File: config.mk
export PLATFORM = sky130hd
export DESIGN_NAME = commutation_ctrl_flat
export DESIGN_NICKNAME = d
export VERILOG_FILES = /design/src/rtl/commutation_pkg.sv /design/src/rtl/commutation_ctrl_if.sv /design/src/rtl/commutation_ctrl_pwm_gen.sv /design/src/rtl/commutation_ctrl.sv /design/src/flat_wrapper.sv
export SDC_FILE = /design/constraint.sdc
export NUM_CORES = 1
export LEC_CHECK = 0
export BUFFER_PORTS_ARGS = -buffer_cell sky130_fd_sc_hd__buf_2
export CAP_MARGIN = 20
export CORE_MARGIN = 2
export CORE_UTILIZATION = 30
export DETAILED_ROUTE_END_ITERATION = 6
export PLACE_DENSITY = 0.49
export SETUP_SLACK_MARGIN = 0.3
export SKIP_LAST_GASP = 1
export SLEW_MARGIN = 0
export SYNTH_ARGS = -nofsm -noshare
export SYNTH_HDL_FRONTEND = slang
export SYNTH_SLANG_ARGS = --single-unit
File: constraint.sdc
create_clock -name clk -period 3.9 [get_ports clk]
set_clock_uncertainty 0.05 [all_clocks]
set_input_delay 0.195 -clock clk [delete_from_list [all_inputs] [get_ports clk]]
set_output_delay 0.195 -clock clk [all_outputs]
set_load 0.05 [all_outputs]
File: src/rtl/commutation_pkg.sv
// Shared types, widths and hall-code constants for the BLDC commutation controller.
// Also holds the commutation table and per-phase drive encoding as functions.
package commutation_pkg;

  localparam int PWM_W = 11;

  typedef enum logic [1:0] {
    HIGH_Z  = 2'b00,
    FORWARD = 2'b01,
    REVERSE = 2'b10,
    BRAKE   = 2'b11
  } phase_drv_t;

  // Hall codes are {Grn,Ylw,Blu}
  localparam logic [2:0] HALL_UV  = 3'b101;
  localparam logic [2:0] HALL_UW  = 3'b100;
  localparam logic [2:0] HALL_VW  = 3'b110;
  localparam logic [2:0] HALL_VU  = 3'b010;
  localparam logic [2:0] HALL_WU  = 3'b011;
  localparam logic [2:0] HALL_WV  = 3'b001;
  localparam logic [2:0] HALL_LOW = 3'b000;
  localparam logic [2:0] HALL_HIGH = 3'b111;

  localparam logic [1:0] PH_U    = 2'd0;
  localparam logic [1:0] PH_V    = 2'd1;
  localparam logic [1:0] PH_W    = 2'd2;
  localparam logic [1:0] PH_NONE = 2'd3;

  function automatic logic hall_invalid(input logic [2:0] code);
    return (code == HALL_LOW) || (code == HALL_HIGH);
  endfunction

  function automatic phase_drv_t table_mode(input logic [2:0] code, input logic [1:0] phase);
    logic [1:0] hi_ph;
    logic [1:0] lo_ph;
    case (code)
      HALL_UV: begin hi_ph = PH_U; lo_ph = PH_V; end
      HALL_UW: begin hi_ph = PH_U; lo_ph = PH_W; end
      HALL_VW: begin hi_ph = PH_V; lo_ph = PH_W; end
      HALL_VU: begin hi_ph = PH_V; lo_ph = PH_U; end
      HALL_WU: begin hi_ph = PH_W; lo_ph = PH_U; end
      HALL_WV: begin hi_ph = PH_W; lo_ph = PH_V; end
      default: begin hi_ph = PH_NONE; lo_ph = PH_NONE; end
    endcase
    if (phase == hi_ph) begin
      return FORWARD;
    end else if (phase == lo_ph) begin
      return REVERSE;
    end else begin
      return HIGH_Z;
    end
  endfunction

  // Returns {high, low}; high and low are never both set for any mode.
  function automatic logic [1:0] drive_bits(input phase_drv_t mode, input logic pwm);
    case (mode)
      FORWARD: return {pwm, ~pwm};
      REVERSE: return {~pwm, pwm};
      BRAKE:   return {1'b0, pwm};
      HIGH_Z:  return 2'b00;
      default: return 2'b00;
    endcase
  endfunction

endpackage

File: src/rtl/commutation_ctrl_if.sv
// Hall, drive-command and FET-request signal bundle of the commutation controller.
// slave is the controller side, master is the side that drives halls and commands.
interface commutation_ctrl_if #(
  parameter int PWM_W = commutation_pkg::PWM_W
) ();
  logic             hallGrn;
  logic             hallYlw;
  logic             hallBlu;
  logic [PWM_W-1:0] drv_mag;
  logic             enable;
  logic             brake_n;
  logic             highU;
  logic             lowU;
  logic             highV;
  logic             lowV;
  logic             highW;
  logic             lowW;
  logic             PWM_synch;
  logic [2:0]       rotation_state;
  logic             fault;

  modport master (
    output hallGrn, hallYlw, hallBlu, drv_mag, enable, brake_n,
    input  highU, lowU, highV, lowV, highW, lowW, PWM_synch, rotation_state, fault
  );

  modport slave (
    input  hallGrn, hallYlw, hallBlu, drv_mag, enable, brake_n,
    output highU, lowU, highV, lowV, highW, lowW, PWM_synch, rotation_state, fault
  );
endinterface

File: src/rtl/commutation_ctrl_pwm_gen.sv
// Free-running PWM counter with per-period duty sample, compare and period-start pulse.
// The first period starts in the first clock cycle after reset release.
module pwm_gen #(
  parameter int PWM_W = commutation_pkg::PWM_W
) (
  input  logic             clk,
  input  logic             rst_n,
  input  logic [PWM_W-1:0] drv_mag,
  output logic             pwm,
  output logic             pwm_synch
);

  localparam logic [PWM_W-1:0] CNT_ZERO = {PWM_W{1'b0}};
  localparam logic [PWM_W-1:0] CNT_ONE  = {{(PWM_W-1){1'b0}}, 1'b1};

  logic             run_r;
  logic [PWM_W-1:0] cnt_r;
  logic [PWM_W-1:0] duty_r;
  logic             synch_r;
  logic [PWM_W-1:0] cnt_nxt_s;
  logic [PWM_W-1:0] duty_s;

  // Next count and effective duty; in the count==0 cycle the live command is used
  always_comb begin
    cnt_nxt_s = cnt_r;
    duty_s    = duty_r;
    if (run_r) begin
      cnt_nxt_s = cnt_r + CNT_ONE;
    end else begin
      cnt_nxt_s = cnt_r;
    end
    if (cnt_r == CNT_ZERO) begin
      duty_s = drv_mag;
    end else begin
      duty_s = duty_r;
    end
  end

  // Counter, duty sample and period-start pulse
  always_ff @(posedge clk or negedge rst_n) begin
    if (!rst_n) begin
      run_r   <= 1'b0;
      cnt_r   <= CNT_ZERO;
      duty_r  <= CNT_ZERO;
      synch_r <= 1'b0;
    end else begin
      run_r   <= 1'b1;
      cnt_r   <= cnt_nxt_s;
      synch_r <= (cnt_nxt_s == CNT_ZERO);
      if (run_r && (cnt_r == CNT_ZERO)) begin
        duty_r <= drv_mag;
      end else begin
        duty_r <= duty_r;
      end
    end
  end

  assign pwm       = (cnt_r < duty_s);
  assign pwm_synch = synch_r;

endmodule

File: src/rtl/commutation_ctrl.sv
// Six-step BLDC commutation: synchronized and filtered halls, period-latched rotor
// state, and registered per-phase FET requests under enable/brake/fault priority.
module commutation_ctrl #(
  parameter int HALL_FILT = 8,
  parameter int PWM_W     = commutation_pkg::PWM_W
) (
  input logic              clk,
  input logic              rst_n,
  commutation_ctrl_if.slave bus
);
  import commutation_pkg::*;

  localparam int              CW       = $clog2(HALL_FILT + 1);
  localparam logic [CW-1:0]   FILT_MAX = CW'(HALL_FILT);
  localparam logic [CW-1:0]   FILT_ACC = CW'(HALL_FILT - 1);
  localparam logic [CW-1:0]   FILT_ONE = {{(CW-1){1'b0}}, 1'b1};

  logic [2:0]    sync1_r;
  logic [2:0]    sync2_r;
  logic [2:0]    cand_r;
  logic [CW-1:0] filt_cnt_r;
  logic [2:0]    acc_r;
  logic [2:0]    rot_r;
  logic          fault_r;
  logic [5:0]    drv_r;
  logic [5:0]    drv_s;
  phase_drv_t    mode_s;
  logic          pwm_s;
  logic          synch_s;

  // Two-flop synchronizer on the raw hall levels
  always_ff @(posedge clk or negedge rst_n) begin
    if (!rst_n) begin
      sync1_r <= 3'b000;
      sync2_r <= 3'b000;
    end else begin
      sync1_r <= {bus.hallGrn, bus.hallYlw, bus.hallBlu};
      sync2_r <= sync1_r;
    end
  end

  // Hold filter: a code is accepted once it has been stable HALL_FILT cycles
  always_ff @(posedge clk or negedge rst_n) begin
    if (!rst_n) begin
      cand_r     <= 3'b000;
      filt_cnt_r <= {CW{1'b0}};
      acc_r      <= 3'b000;
    end else if (sync2_r != cand_r) begin
      cand_r     <= sync2_r;
      filt_cnt_r <= {CW{1'b0}};
    end else begin
      if (filt_cnt_r < FILT_MAX) begin
        filt_cnt_r <= filt_cnt_r + FILT_ONE;
      end else begin
        filt_cnt_r <= filt_cnt_r;
      end
      if (filt_cnt_r >= FILT_ACC) begin
        acc_r <= cand_r;
      end else begin
        acc_r <= acc_r;
      end
    end
  end

  pwm_gen #(.PWM_W(PWM_W)) u_pwm_gen (
    .clk       (clk),
    .rst_n     (rst_n),
    .drv_mag   (bus.drv_mag),
    .pwm       (pwm_s),
    .pwm_synch (synch_s)
  );

  // Rotor state and fault only move at a period start
  always_ff @(posedge clk or negedge rst_n) begin
    if (!rst_n) begin
      rot_r   <= 3'b000;
      fault_r <= 1'b0;
    end else if (synch_s) begin
      rot_r   <= acc_r;
      fault_r <= hall_invalid(acc_r);
    end else begin
      rot_r   <= rot_r;
      fault_r <= fault_r;
    end
  end

  // Per-phase mode selection and {high,low} encoding; bits [2p+1:2p] belong to phase p
  always_comb begin
    drv_s  = 6'b000000;
    mode_s = HIGH_Z;
    for (int p = 0; p < 3; p++) begin
      if (!bus.enable) begin
        mode_s = HIGH_Z;
      end else if (!bus.brake_n) begin
        mode_s = BRAKE;
      end else if (fault_r) begin
        mode_s = HIGH_Z;
      end else begin
        mode_s = table_mode(rot_r, 2'(p));
      end
      drv_s[2*p +: 2] = drive_bits(mode_s, pwm_s);
    end
  end

  // Registered FET requests; both bits come from one pwm sample so they never overlap
  always_ff @(posedge clk or negedge rst_n) begin
    if (!rst_n) begin
      drv_r <= 6'b000000;
    end else begin
      drv_r <= drv_s;
    end
  end

  assign bus.highU          = drv_r[1];
  assign bus.lowU           = drv_r[0];
  assign bus.highV          = drv_r[3];
  assign bus.lowV           = drv_r[2];
  assign bus.highW          = drv_r[5];
  assign bus.lowW           = drv_r[4];
  assign bus.PWM_synch      = synch_s;
  assign bus.rotation_state = rot_r;
  assign bus.fault          = fault_r;

endmodule

File: src/flat_wrapper.sv
// flat-port wrapper written by rule: the top's interface ports become plain ports
module commutation_ctrl_flat import commutation_pkg::*;
#(
  parameter int HALL_FILT = 8,
  parameter int PWM_W     = commutation_pkg::PWM_W
)
  (clk, rst_n, bus_hallGrn, bus_hallYlw, bus_hallBlu, bus_drv_mag, bus_enable, bus_brake_n, bus_highU, bus_lowU, bus_highV, bus_lowV, bus_highW, bus_lowW, bus_PWM_synch, bus_rotation_state, bus_fault);
  commutation_ctrl_if #(.PWM_W(PWM_W)) bus_i ();
  input logic clk;
  input logic rst_n;
  input wire logic [$bits(bus_i.hallGrn)-1:0] bus_hallGrn;
  input wire logic [$bits(bus_i.hallYlw)-1:0] bus_hallYlw;
  input wire logic [$bits(bus_i.hallBlu)-1:0] bus_hallBlu;
  input wire logic [$bits(bus_i.drv_mag)-1:0] bus_drv_mag;
  input wire logic [$bits(bus_i.enable)-1:0] bus_enable;
  input wire logic [$bits(bus_i.brake_n)-1:0] bus_brake_n;
  output wire logic [$bits(bus_i.highU)-1:0] bus_highU;
  output wire logic [$bits(bus_i.lowU)-1:0] bus_lowU;
  output wire logic [$bits(bus_i.highV)-1:0] bus_highV;
  output wire logic [$bits(bus_i.lowV)-1:0] bus_lowV;
  output wire logic [$bits(bus_i.highW)-1:0] bus_highW;
  output wire logic [$bits(bus_i.lowW)-1:0] bus_lowW;
  output wire logic [$bits(bus_i.PWM_synch)-1:0] bus_PWM_synch;
  output wire logic [$bits(bus_i.rotation_state)-1:0] bus_rotation_state;
  output wire logic [$bits(bus_i.fault)-1:0] bus_fault;
  assign bus_i.hallGrn = bus_hallGrn;
  assign bus_i.hallYlw = bus_hallYlw;
  assign bus_i.hallBlu = bus_hallBlu;
  assign bus_i.drv_mag = bus_drv_mag;
  assign bus_i.enable = bus_enable;
  assign bus_i.brake_n = bus_brake_n;
  assign bus_highU = bus_i.highU;
  assign bus_lowU = bus_i.lowU;
  assign bus_highV = bus_i.highV;
  assign bus_lowV = bus_i.lowV;
  assign bus_highW = bus_i.highW;
  assign bus_lowW = bus_i.lowW;
  assign bus_PWM_synch = bus_i.PWM_synch;
  assign bus_rotation_state = bus_i.rotation_state;
  assign bus_fault = bus_i.fault;
  commutation_ctrl #(.HALL_FILT(HALL_FILT), .PWM_W(PWM_W)) u_core (.clk(clk), .rst_n(rst_n), .bus(bus_i));
endmodule
======== Yosys cells after proc, flatten, opt, wreduce, memory -nomap -nowiden ========
Index checks and enable logic that the tools add are counted.
cells by class
  add/subtract/negate cells ............... 2
  multiply operators ...................... 0
  div/mod/pow operators ................... 0
  $lt $le $gt $ge ......................... 3
  eq/ne operators ......................... 21
  shifts and indexed selects .............. 0
  multiplexer cells ....................... 30
  bitwise operators ....................... 2
  reduce and logical (&&, ||, !) cells .... 18
operator list
  operator                                                                             number
  2-bit two-way mux                                                                    21
  2-bit case mux with 4 select lines                                                   3
  11-bit logical NOT                                                                   2
  11-bit two-way mux                                                                   2
  2-bit == test, second input constant                                                 6
  3-bit == test, second input constant                                                 4
  2-bit case mux with 3 select lines                                                   2
  2-bit OR reduction                                                                   6
  11-bit by 1-bit adder with 11-bit output, second input constant                      1
  11-bit < comparator                                                                  1
  2-bit logical NOT                                                                    5
  4-bit two-way mux                                                                    2
  2-bit by 1-bit == test with 1-bit output, second input constant                      3
  3-bit by 2-bit == test with 1-bit output, second input constant                      2
  4-bit by 1-bit adder with 4-bit output, second input constant                        1
  1-bit by 2-bit == test with 1-bit output, first input constant                       2
  2-bit == test, first input constant                                                  2
  4-bit by 3-bit greater-or-equal comparator with 1-bit output, second input constant  1
  4-bit < comparator, second input constant                                            1
  3-bit by 1-bit == test with 1-bit output, second input constant                      1
  3-bit logical NOT                                                                    1
  3-bit inequality test                                                                1
  1-bit NOT                                                                            2
  2-bit AND reduction                                                                  1
  other kinds (3)                                                                      3
word-level totals
  register bits ........................... 50
  bits in latches ......................... 0
  memory bits (writable) .................. 0
  memory bits (read-only) ................. 0
  input port bits ......................... 18
  output and inout bits ................... 11
  logic and storage cells ................. 88
  memories ................................ 0

======== Longest topological paths before layout ========
Gate-level depths: netlist of run 1.
  word-level depth ........................ 14
  gate-level depth with buffers ........... 13
  depth with buffers taken out ............ 11

======== Modules after synthesis ========
A second synthesis of run 1 with hierarchy kept.
second synthesis, totals
  cell total of the unflattened synthesis .. 211
  area, all modules ....................... 2519.9 µm²
modules (own cells, without submodules)
  module            times used  cells each  area each (µm²)  sequential area each (µm²)
  pwm_gen           1           129         1463.9           600.6
  commutation_ctrl  1           82          1056.0           650.6

======== Worst setup path after synthesis of run 1 ========
No wires, ideal clock.
  path kind ............................... register to register
  start ................................... register u_core.u_pwm_gen.cnt_r[0]
  end ..................................... register u_core.drv_r[4]
  setup time .............................. 0.105 ns
  data arrival time ....................... 3.006 ns
  data required time ...................... 3.745 ns
  setup slack ............................. 0.739 ns
  cell stages (with the launch flop) ...... 14
  buffers on the path ..................... 2
  clock period less this slack ............ 3.161 ns
  path through ............................ dfrtp_1 > clkbuf_1 > inv_1 > ha_1 > nor4b_1 > nand3_1 > clkbuf_1 > mux2i_1 > ha_1 > nand4_1 > nor3_1 > a311o_2 > nor2_2 > o311ai_1
on the way
  cells in the longest elaborated chain, start to end .. 5
RTL lines
  element                               line                            source
  start: declaration                    commutation_ctrl_pwm_gen.sv:17  logic [PWM_W-1:0] cnt_r;
  start signal: assignment              commutation_ctrl_pwm_gen.sv:48  cnt_r <= cnt_nxt_s;
  11-bit logical NOT                    commutation_ctrl_pwm_gen.sv:32  if (cnt_r == CNT_ZERO) begin
  11-bit two-way mux                    commutation_ctrl_pwm_gen.sv:32
  11-bit < comparator *                 commutation_ctrl_pwm_gen.sv:58  assign pwm = (cnt_r < duty_s);
  1-bit NOT                             commutation_pkg.sv:57           FORWARD: return {pwm, ~pwm};
  2-bit case mux with 4 select lines *  commutation_pkg.sv:56           case (mode)
  named net u_core.drv_s[4]             commutation_ctrl.sv:26          logic [5:0] drv_s;
  end signal: assignment                commutation_ctrl.sv:110         drv_r <= drv_s;
  end: declaration                      commutation_ctrl.sv:25          logic [5:0] drv_r;
The timed path passes the listed nets; every way through them passes the cells marked *.
A chain may end at the register's enable or synchronous reset.

======== Worst setup path after layout of run 1 ========
Ends and elaborated chain as after synthesis.

==> run metrics, run 1 <==
Die Ht=95.8 um; Syn Area/Cell=11.4 um2; kind of critical path=flop to flop; nets=between 200 and 300; Via density=around 4.9; post-CTS setup buffer count=0; synth unique cells=40; IO buf count=28; Total Routing Usage GR=11.8%; vias=1,761; Antenna Nets Post-Route=0; Post-synth EDFFs=0; CP endpoint kind=flop; hold crit path type=primary input to flop; Total Neg Setup Slack=0 ps; IO Count=29; DRT iter0 DRCs=103; top_reg_cell synth=dfrtp_1; CP arrival=3410 ps; H-tree Lvls=2; Max Slew Vio Count=0; max_slew headroom=55.6%; final hold violations=0; GR met3 Demand/Resource=3.29%; Initial Utilization=30.9%; Req. time, crit path=4050 ps; met1 Usage GRT=between 10% and 20%; FF-to-FF path depth=12; first-pass GRT wire length=8.36 mm; max-cap violations=0; HPWL reported at the end of detailed placement=3.47 mm; P_leak=0.00136 uW; Highest Clock Rate=307 MHz; core area=8180 um2; Final Cycle Share=83.6%; Final min period=3260 ps; Die X=95.8 um; Syn Std Cell Area=2530 um2; register area=1250 um2; setup ws final=640 ps; crit start category=flop; reg2reg setup slack=640 ps; hold path depth=2; synth warn=0; Gate Count Post-Synth=around 220; HP Start=bus_drv_mag[7]; r2r endpoint=u_core.drv_r[4]; initial antenna violation count=0; CTS tree=yes; reg2reg start=u_core.u_pwm_gen.cnt_r[0]; sequential cell area fraction in the yosys report=49.5%; ys async rst share=between 90% and 100%; largest net degree at the start of global routing=51; flops & latches, synth=50; WL/cell=13.6 um; DRC viols=0; layout cells sized above 1=24.1%; vias in the first global route=1,758; final WL=slightly below 5 mm; worst slack at placement=642 ps; CTS Sinks=50; Worst VDD drop=0.245 mV; worst skew pair latency=300 ps; CTS max path bufs=2; GP Congestion=slightly below 0.8; Root Buffer=clkbuf_8; # diodes=0; Resize count post-CTS=0; area of the multi-input gates=about 1200 um2; CTS buffer count=5; fillers=between 800 and 900; num rows=33; syn_nets=252; status=finished, final reports clean; Pwr per Cell Area=555 nW/um2; Clock Pin Slew Worst Setup and Hold Paths=90 ps; worst slew pin tran=around 660 ps; grt peak-use layer=met2; Congestion Overflow GR=0; Die ar.=9180 um2; Max Fanout on Critical Path=10; final setup vio count=0; met2 global-route usage=18.5%; unrepaired setup endpoints after global routing=false; DRT Pass-1 Iters=4; Hold EP=u_core.u_pwm_gen.duty_r[7]; area growth from synthesis to layout=15.8%
==> cell usage in the layout (no fill, tap or decap), types with 10 or more instances in the layout <==
master   count
a21oi_1     10
buf_2       28
dfrtp_1     50
ha_1        13
mux2_2      17
mux2i_1     11
nand4_1     11
nor2_1      13
xnor2_1     11
==> per-stage QoR <==
stage                     hold slack, ps  power [uW]  util, %  cells  instance area [um2]
after global placement               254        1270     34.0    346                 2780
after CTS                           74.1        1650     35.8    358                 2930
after detailed placement             255        1270     34.0    346                 2780
after floorplan                     -151        1140        -    221                 2530
after global routing                73.4        1760     35.8    358                 2930
final                               83.5        1630     35.8    358                 2930
==> worst max-delay path by stage <==
| stage | startpoint | endpoint | depth (start not counted) |
|---|---|---|---|
| after floorplan | u_core.u_pwm_gen.cnt_r[0] | u_core.drv_r[4] | 13 |
| after global placement | u_core.u_pwm_gen.cnt_r[0] | u_core.drv_r[4] | 12 |
| after detailed placement | u_core.u_pwm_gen.cnt_r[0] | u_core.drv_r[4] | 12 |
| after CTS | u_core.u_pwm_gen.cnt_r[0] | u_core.drv_r[4] | 12 |
| after global routing | u_core.u_pwm_gen.cnt_r[0] | u_core.drv_r[4] | 12 |
| final | u_core.u_pwm_gen.cnt_r[0] | u_core.drv_r[4] | 12 |
==> per-layer routing <==
layer / up-vias / wire (um) / part of all wire [%]
li1: 866 / - / -
met1: 864 / 2390 / 49
met2: 26 / 2200 / 45
met3: 5 / 213 / 4.4
met4: 0 / 73 / 1.5
met5: - / 0 / 0
==> cell type report <==
cell class                      instances  share of cell area (%)
Sequential cell                        50                    42.7
Multi-Input combinational cell        158                    42.0
Timing Repair Buffer                   34                    6.66
Tap cell                              105                    4.49
Clock buffer                            6                    2.48
Clock inverter                          2                    1.28
Inverter                                3                   0.384
==> registers in the layout, summed over array words and instances (netlist names), 4 cells and up <==
name	cells
u_core.u_pwm_gen.duty_r	11
u_core.drv_r	6
u_core.filt_cnt_r	4
u_core.u_pwm_gen.cnt_r	11
==> Yosys cell counts (2+ instances only) <==
master,count,share of area (%)
and3_1,3,0.74
nand2b_1,2,0.49
nor3_1,2,0.40
mux2_2,17,7.6
ha_1,13,6.4
o21ai_0,6,1.2
or4_4,2,0.89
o211ai_1,2,0.59
nor4bb_1,2,0.79
mux2i_1,11,4.4
xor2_1,6,2.1
xnor2_1,11,3.8
nor2b_1,5,1.2
or3_1,2,0.49
dfrtp_1,50,49
nand4_1,11,2.7
a31oi_1,3,0.74
inv_1,3,0.45
a21oi_1,10,2.0
nand2_1,8,1.2
nand4b_1,4,1.4
clkbuf_1,10,1.5
nor4_1,2,0.49
nor2_1,13,1.9
nand3_1,8,1.6
==> report_power, final <==
part / switching, uW / internal (uW)
Combinational: 270 / 250
Clock: 175 / 192
Sequential: 118 / 621
==> critical path: stages, from the launching register on <==
cell	delay, ps
dfrtp_1	470
inv_1	110
ha_1	150
nor4b_1	320
nand3_1	120
buf_4	210
mux2i_1	130
ha_1	310
nand4_1	180
a211oi_1	520
a311o_2	240
nor2_2	60
o311ai_1	270
==> timing repair <==
| action | in CTS | in global routing |
|---|---|---|
| endpoints found under the setup margin | 0 | 0 |
| hold endpoints to repair | 53 | 0 |
| hold buffers | 4 | 0 |
==> logic make-up (layout without fill, tap and decap cells) <==
group	after synthesis	count (layout)	synth area share [%]
XOR/XNOR	17	17	5.89
multiplexers	28	28	11.9
AND/OR/NAND/NOR	71	71	16.8
flip-flops	50	50	49.5
AO/OA/AOI/OAI	28	28	7.47
buffers and inverters	13	45	1.93
adder cells (fa/ha/maj)	13	13	6.43
other	1	1	0.148
Power figures use the tool's default switching activity.
==> run 2: changes to the inputs <==
--- a/config.mk
+++ b/config.mk
@@ -10,7 +10,7 @@
 export CORE_MARGIN = 2
 export CORE_UTILIZATION = 30
 export DETAILED_ROUTE_END_ITERATION = 6
-export PLACE_DENSITY = 0.49
+export PLACE_DENSITY = 0.5
 export SETUP_SLACK_MARGIN = 0.3
 export SKIP_LAST_GASP = 1
 export SLEW_MARGIN = 0
==> constraint.sdc (replaced) <==
create_clock -name clk -period 2.63 [get_ports clk]
set_clock_uncertainty 0.05 [all_clocks]
set_input_delay 0.1315 -clock clk [delete_from_list [all_inputs] [get_ports clk]]
set_output_delay 0.1315 -clock clk [all_outputs]
set_load 0.05 [all_outputs]
==> run metrics, run 2 (same netlist as run 1, synthesis figures left out) <==
hold crit path type=primary input to flop; Highest Signal Layer=met4; H-tree Lvls=2; placed cells=~360; Root Buffer=clkbuf_8; vias in the first global route=1,780; P_leak=0.00151 uW; DRT iter0 DRCs=44; Max Fanout on Critical Path=5; layout cells sized above 1=37.5%; Worst VDD drop=0.302 mV; worst skew pair latency=about 300 ps; final WL=5.20 mm; Final Cell Area=3250 um2; Final Cycle Share=106%; setup ws final=-151 ps; WHS=23.9 ps; commonest non-fill, non-tap cell in the layout=dfrtp_1; CTS tree=yes; Pwr per Cell Area=849 nW/um2; non-filler cells, final=between 300 and 400; IO Count=29; max_slew headroom=64.5%; first-pass GRT wire length=approximately 8.5 mm; crit start category=flop; Slowest Stage Delay on Critical Path=~450 ps; Die ar.=about 9200 um2; largest net degree at the start of global routing=38; Congestion Overflow GR=0; num rows=33; GP Congestion=0.791; Final min period=2780 ps; biggest regs=u_core.u_pwm_gen.cnt_r (11), u_core.u_pwm_gen.duty_r (11), u_core.drv_r (6); WL/cell=13.6 um; final hold violations=0; area growth from synthesis to layout=28.6%; Total Neg Setup Slack=-767 ps; Buf+Inv Stages, Crit Path=3; WL met2=2.54 mm; most frequent cells in the layout=dfrtp_1, buf_2, buf_4; max-cap violations=0; final core occ=39.8%; Highest Clock Rate=approximately 360 MHz; DRC viols=0; Largest delay share family, worst path=compound AO/OA/AOI/OAI gates; Initial Utilization=between 30 and 40%; HPWL reported at the end of detailed placement=~3.8 mm; CP max-delay cell=a311o_2; Clock Pin Slew Worst Setup and Hold Paths=~90 ps; Total Routing Usage GR=12.2%; worst slew pin tran=around 530 ps; Antenna Nets Post-Route=0; CTS max path bufs=2; Req. time, crit path=2780 ps; # diodes=0; met3 wire length=178 um; Max Slew Vio Count=0; CTS Sinks=50; CP Cell Sequence=inv_2, ha_4, nor4b_4, nand3_2, buf_6, mux2i_1, ha_1, nand4_1, buf_4, nor3_4, a311o_2, o21ai_0, a21oi_1; vias=~1,800; IO buf count=28; CP endpoint kind=flop; nets=around 300; unrepaired setup endpoints after global routing=true; Die X=~96 um; final setup vio count=6; Post-DP Area=2930 um2; DRT Pass-1 Iters=4; Via density=4.73; wire length on met1=2.38 mm; Die Ht=95.8 um; initial antenna violation count=0; status=finished, violations left; core area=8180 um2; CP arrival=2930 ps; failing checks=setup timing; kind of critical path=flop to flop; CTS buffer count=5
-- run 2: cell count changes in the layout (fill, tap and decap cells not counted), sizes merged --
cell / change
buf: +24
clkbuf: -1
clkinv: +1
clkinvlp: -1
inv: +1
-- run 2: area by class of cell --
cell class	count	area, um2
fillers	789	4920
well taps	105	131
flip-flops and latches	50	1250
multi-input cells	158	1360
clock buffers	5	68.8
repair buffers	58	387
inverters	3	11.3
clock inverters	3	47.5
-- run 2: path summary, 6_finish.rpt --
kind,start,to,slack (ps),cells past startpoint
max,u_core.u_pwm_gen.cnt_r[0],u_core.drv_r[3],-150,13
min,bus_drv_mag[10],u_core.u_pwm_gen.duty_r[10],20,2
max reg2reg,u_core.u_pwm_gen.cnt_r[0],u_core.drv_r[3],-150,13
min reg2reg,u_core.sync1_r[1],u_core.sync2_r[1],310,0
max in group asynchronous,rst_n,u_core.u_pwm_gen.run_r,1580,3
min in group asynchronous,rst_n,u_core.drv_r[5],180,2
-- run 2: layer usage --
| layer | vias to the layer above | track usage, % |
|---|---|---|
| met1 | 857 | 15.7 |
| li1 | 917 | - |
| met3 | 8 | 2.35 |
| met5 | - | 0 |
| met4 | 0 | 4.64 |
| met2 | 26 | 20.3 |
-- run 2: repair_timing --
item,in CTS,in global routing
setup endpoints to repair,6,7
gates resized for setup,10,15
hold buffers,4,0
hold endpoints to repair,16,0
pin swaps,4,9
gates cloned,1,0
setup buffers,2,4
-- run 2: power by group --
group | switching [uW] | internal, uW
combinational | 604 | 582
clock | 268 | 289
sequential | 97.7 | 922
-- run 2: worst register-to-register path: cells and delay by family (launching register included) --
| family | cells | cell delay [ps] |
|---|---|---|
| AOI/OAI and AO/OA | 3 | 710 |
| adders and majority gates | 2 | 440 |
| buffers and inverters | 3 | 400 |
| DFF | 1 | 400 |
| muxes | 1 | 120 |
| and+or+nand+nor | 4 | 560 |
-- run 2: stage by stage --
| step | setup WS [ps] | power [uW] |
|---|---|---|
| 2_1_floorplan | -21.9 | 1740 |
| 3_3_place_gp | -80.4 | 2030 |
| 3_5_place_dp | -124 | 2050 |
| 4_1_cts | -124 | 2710 |
| 5_1_grt | -331 | 2980 |
| 6_report | -151 | 2760 |
==> run 3: changes to the inputs <==
--- a/config.mk
+++ b/config.mk
@@ -8,9 +8,9 @@
 export BUFFER_PORTS_ARGS = -buffer_cell sky130_fd_sc_hd__buf_2
 export CAP_MARGIN = 20
 export CORE_MARGIN = 2
-export CORE_UTILIZATION = 30
+export CORE_UTILIZATION = 52
 export DETAILED_ROUTE_END_ITERATION = 6
-export PLACE_DENSITY = 0.5
+export PLACE_DENSITY = 0.77
 export SETUP_SLACK_MARGIN = 0.3
 export SKIP_LAST_GASP = 1
 export SLEW_MARGIN = 0
==> constraint.sdc (replaced) <==
create_clock -name clk -period 2.4 [get_ports clk]
set_clock_uncertainty 0.05 [all_clocks]
set_input_delay 0.12 -clock clk [delete_from_list [all_inputs] [get_ports clk]]
set_output_delay 0.12 -clock clk [all_outputs]
set_load 0.05 [all_outputs]
==> run metrics, run 3 (same netlist as run 1, synthesis figures left out) <==
status=finished, violations left; failing checks=setup timing; final hold violations=0; final setup vio count=6; Congestion Overflow GR=0; GP Congestion=just under 0.9; layout cells sized above 1=roughly 37%; # diodes=0; CP arrival=3020 ps; Pwr per Cell Area=approximately 950 nW/um2; combinational share of power=43.6%; WL/cell=15.9 um; Max Slew Vio Count=0; placed cells=between 300 and 400; CTS buffer count=5; Highest Clock Rate=353 MHz; vias=1,903; Total Routing Usage GR=20.7%; max_slew headroom=59.3%; num rows=25; worst slew pin tran=611 ps; crit start category=flop; IO Count=29; Post-DP Area=~2900 um2; Antenna Nets Post-Route=0; Final Cycle Share=118%; HPWL reported at the end of detailed placement=3.48 mm; non-filler cells, final=332; switching power=about 1100 uW; H-tree Lvls=2; final core occ=68.4%; Die ar.=5440 um2; Die Ht=73.8 um; CP endpoint kind=flop; unrepaired setup endpoints after global routing=true; nets=about 300; biggest regs=u_core.u_pwm_gen.cnt_r (11), u_core.u_pwm_gen.duty_r (11), u_core.drv_r (6); IO buf count=28; most frequent cells in the layout=dfrtp_1, buf_2, buf_4; setup ws final=-434 ps; fillers=337; CTS Sinks=50; Max Fanout on Critical Path=7; Initial Utilization=53.9%; Slowest Stage Delay on Critical Path=between 400 and 500 ps; Die X=73.8 um; kind of critical path=flop to flop; first-pass GRT wire length=around 8.5 mm; vias in the first global route=approximately 1,900; Switching Fraction=between 30% and 40%; P_leak=0.00153 uW; CTS tree=yes; initial antenna violation count=0; DRT Pass-1 Iters=4; commonest non-fill, non-tap cell in the layout=dfrtp_1; CP max-delay cell=dfrtp_1; Buf+Inv Stages, Crit Path=3; Root Buffer=clkbuf_8; DRC viols=0; Pint=between 1500 and 2000 uW; largest net degree at the start of global routing=51; CP Cell Sequence=nor4_4, nand3_2, buf_6, mux2i_2, ha_1, nand4_1, a211oi_2, buf_4, a311oi_4, buf_6, nand4b_1, a21oi_2; max-cap violations=0; DRT iter0 DRCs=113; Flop pwr share=between 30% and 40%; hold crit path type=primary input to flop; Final min period=2830 ps; Clock Pin Slew Worst Setup and Hold Paths=90 ps; CTS max path bufs=2; Via density=5.73; final WL=roughly 5.3 mm; area growth from synthesis to layout=26.8%; Req. time, crit path=~2600 ps; Final Cell Area=~3200 um2; Largest delay share family, worst path=simple AND/OR/NAND/NOR gates; core area=4690 um2; Clock Power Share=roughly 20%; worst slack at placement=-437 ps; Worst VDD drop=0.466 mV; most used cell, CP=buf_6; worst skew pair latency=300 ps
run 3: layer usage:
metal	GRT usage [%]	part of all wire (%)	routed length [um]
met2	34.6	50	2640
met5	0	0	0
met1	25.4	44	2300
met4	9.90	3.0	159
met3	4.12	3.5	185
run 3: area by class of cell:
type | count | area, um2 | area share (%)
clock buffer | 5 | 68.8 | 2.15
clock inverter | 3 | 47.5 | 1.48
inverter | 3 | 11.3 | 0.351
multi-input combinational | 158 | 1370 | 42.7
sequential | 50 | 1250 | 39.0
tap | 54 | 67.6 | 2.11
timing repair buffer | 59 | 390 | 12.2
run 3: final timing paths:
check | start | end | slack (ps) | cells after the start
worst max-delay path | u_core.u_pwm_gen.cnt_r[4] | u_core.drv_r[1] | -430 | 12
worst min register to register | u_core.sync1_r[2] | u_core.sync2_r[2] | 310 | 0
worst min-delay path | bus_drv_mag[4] | u_core.u_pwm_gen.duty_r[4] | 9 | 2
worst max register to register | u_core.u_pwm_gen.cnt_r[4] | u_core.drv_r[1] | -430 | 12
min in group asynchronous | rst_n | u_core.sync1_r[2] | 400 | 3
max in group asynchronous | rst_n | u_core.u_pwm_gen.cnt_r[0] | 1480 | 3
run 3: what timing repair did:
item | CTS | global route
pin swaps | 7 | 11
hold buffers | 4 | 0
gates resized for setup | 13 | 12
setup endpoints to repair | 7 | 7
buffers inserted | 5 | 2
gates cloned | 1 | 0
hold endpoints to repair | 53 | 0
run 3: stage by stage:
| stage | hold slack, ps | TNS (ps) | power [uW] |
|---|---|---|---|
| final | 9.44 | -2450 | 3060 |
| after global routing | 4.30 | -3570 | 3260 |
| after CTS | 3.94 | -2330 | 2940 |
| after detailed placement | 180 | -2420 | 2220 |
| after global placement | 178 | -1560 | 2180 |
| after floorplan | -226 | -1440 | 1900 |
run 3: power groups by stage:
stage / logic, uW / registers (uW) / clock network (uW)
after floorplan: 741 / 1160 / 0
after global placement: 1070 / 1110 / 0
after detailed placement: 1100 / 1120 / 0
after CTS: 1210 / 1110 / 614
after global routing: 1480 / 1140 / 647
final: 1330 / 1120 / 601
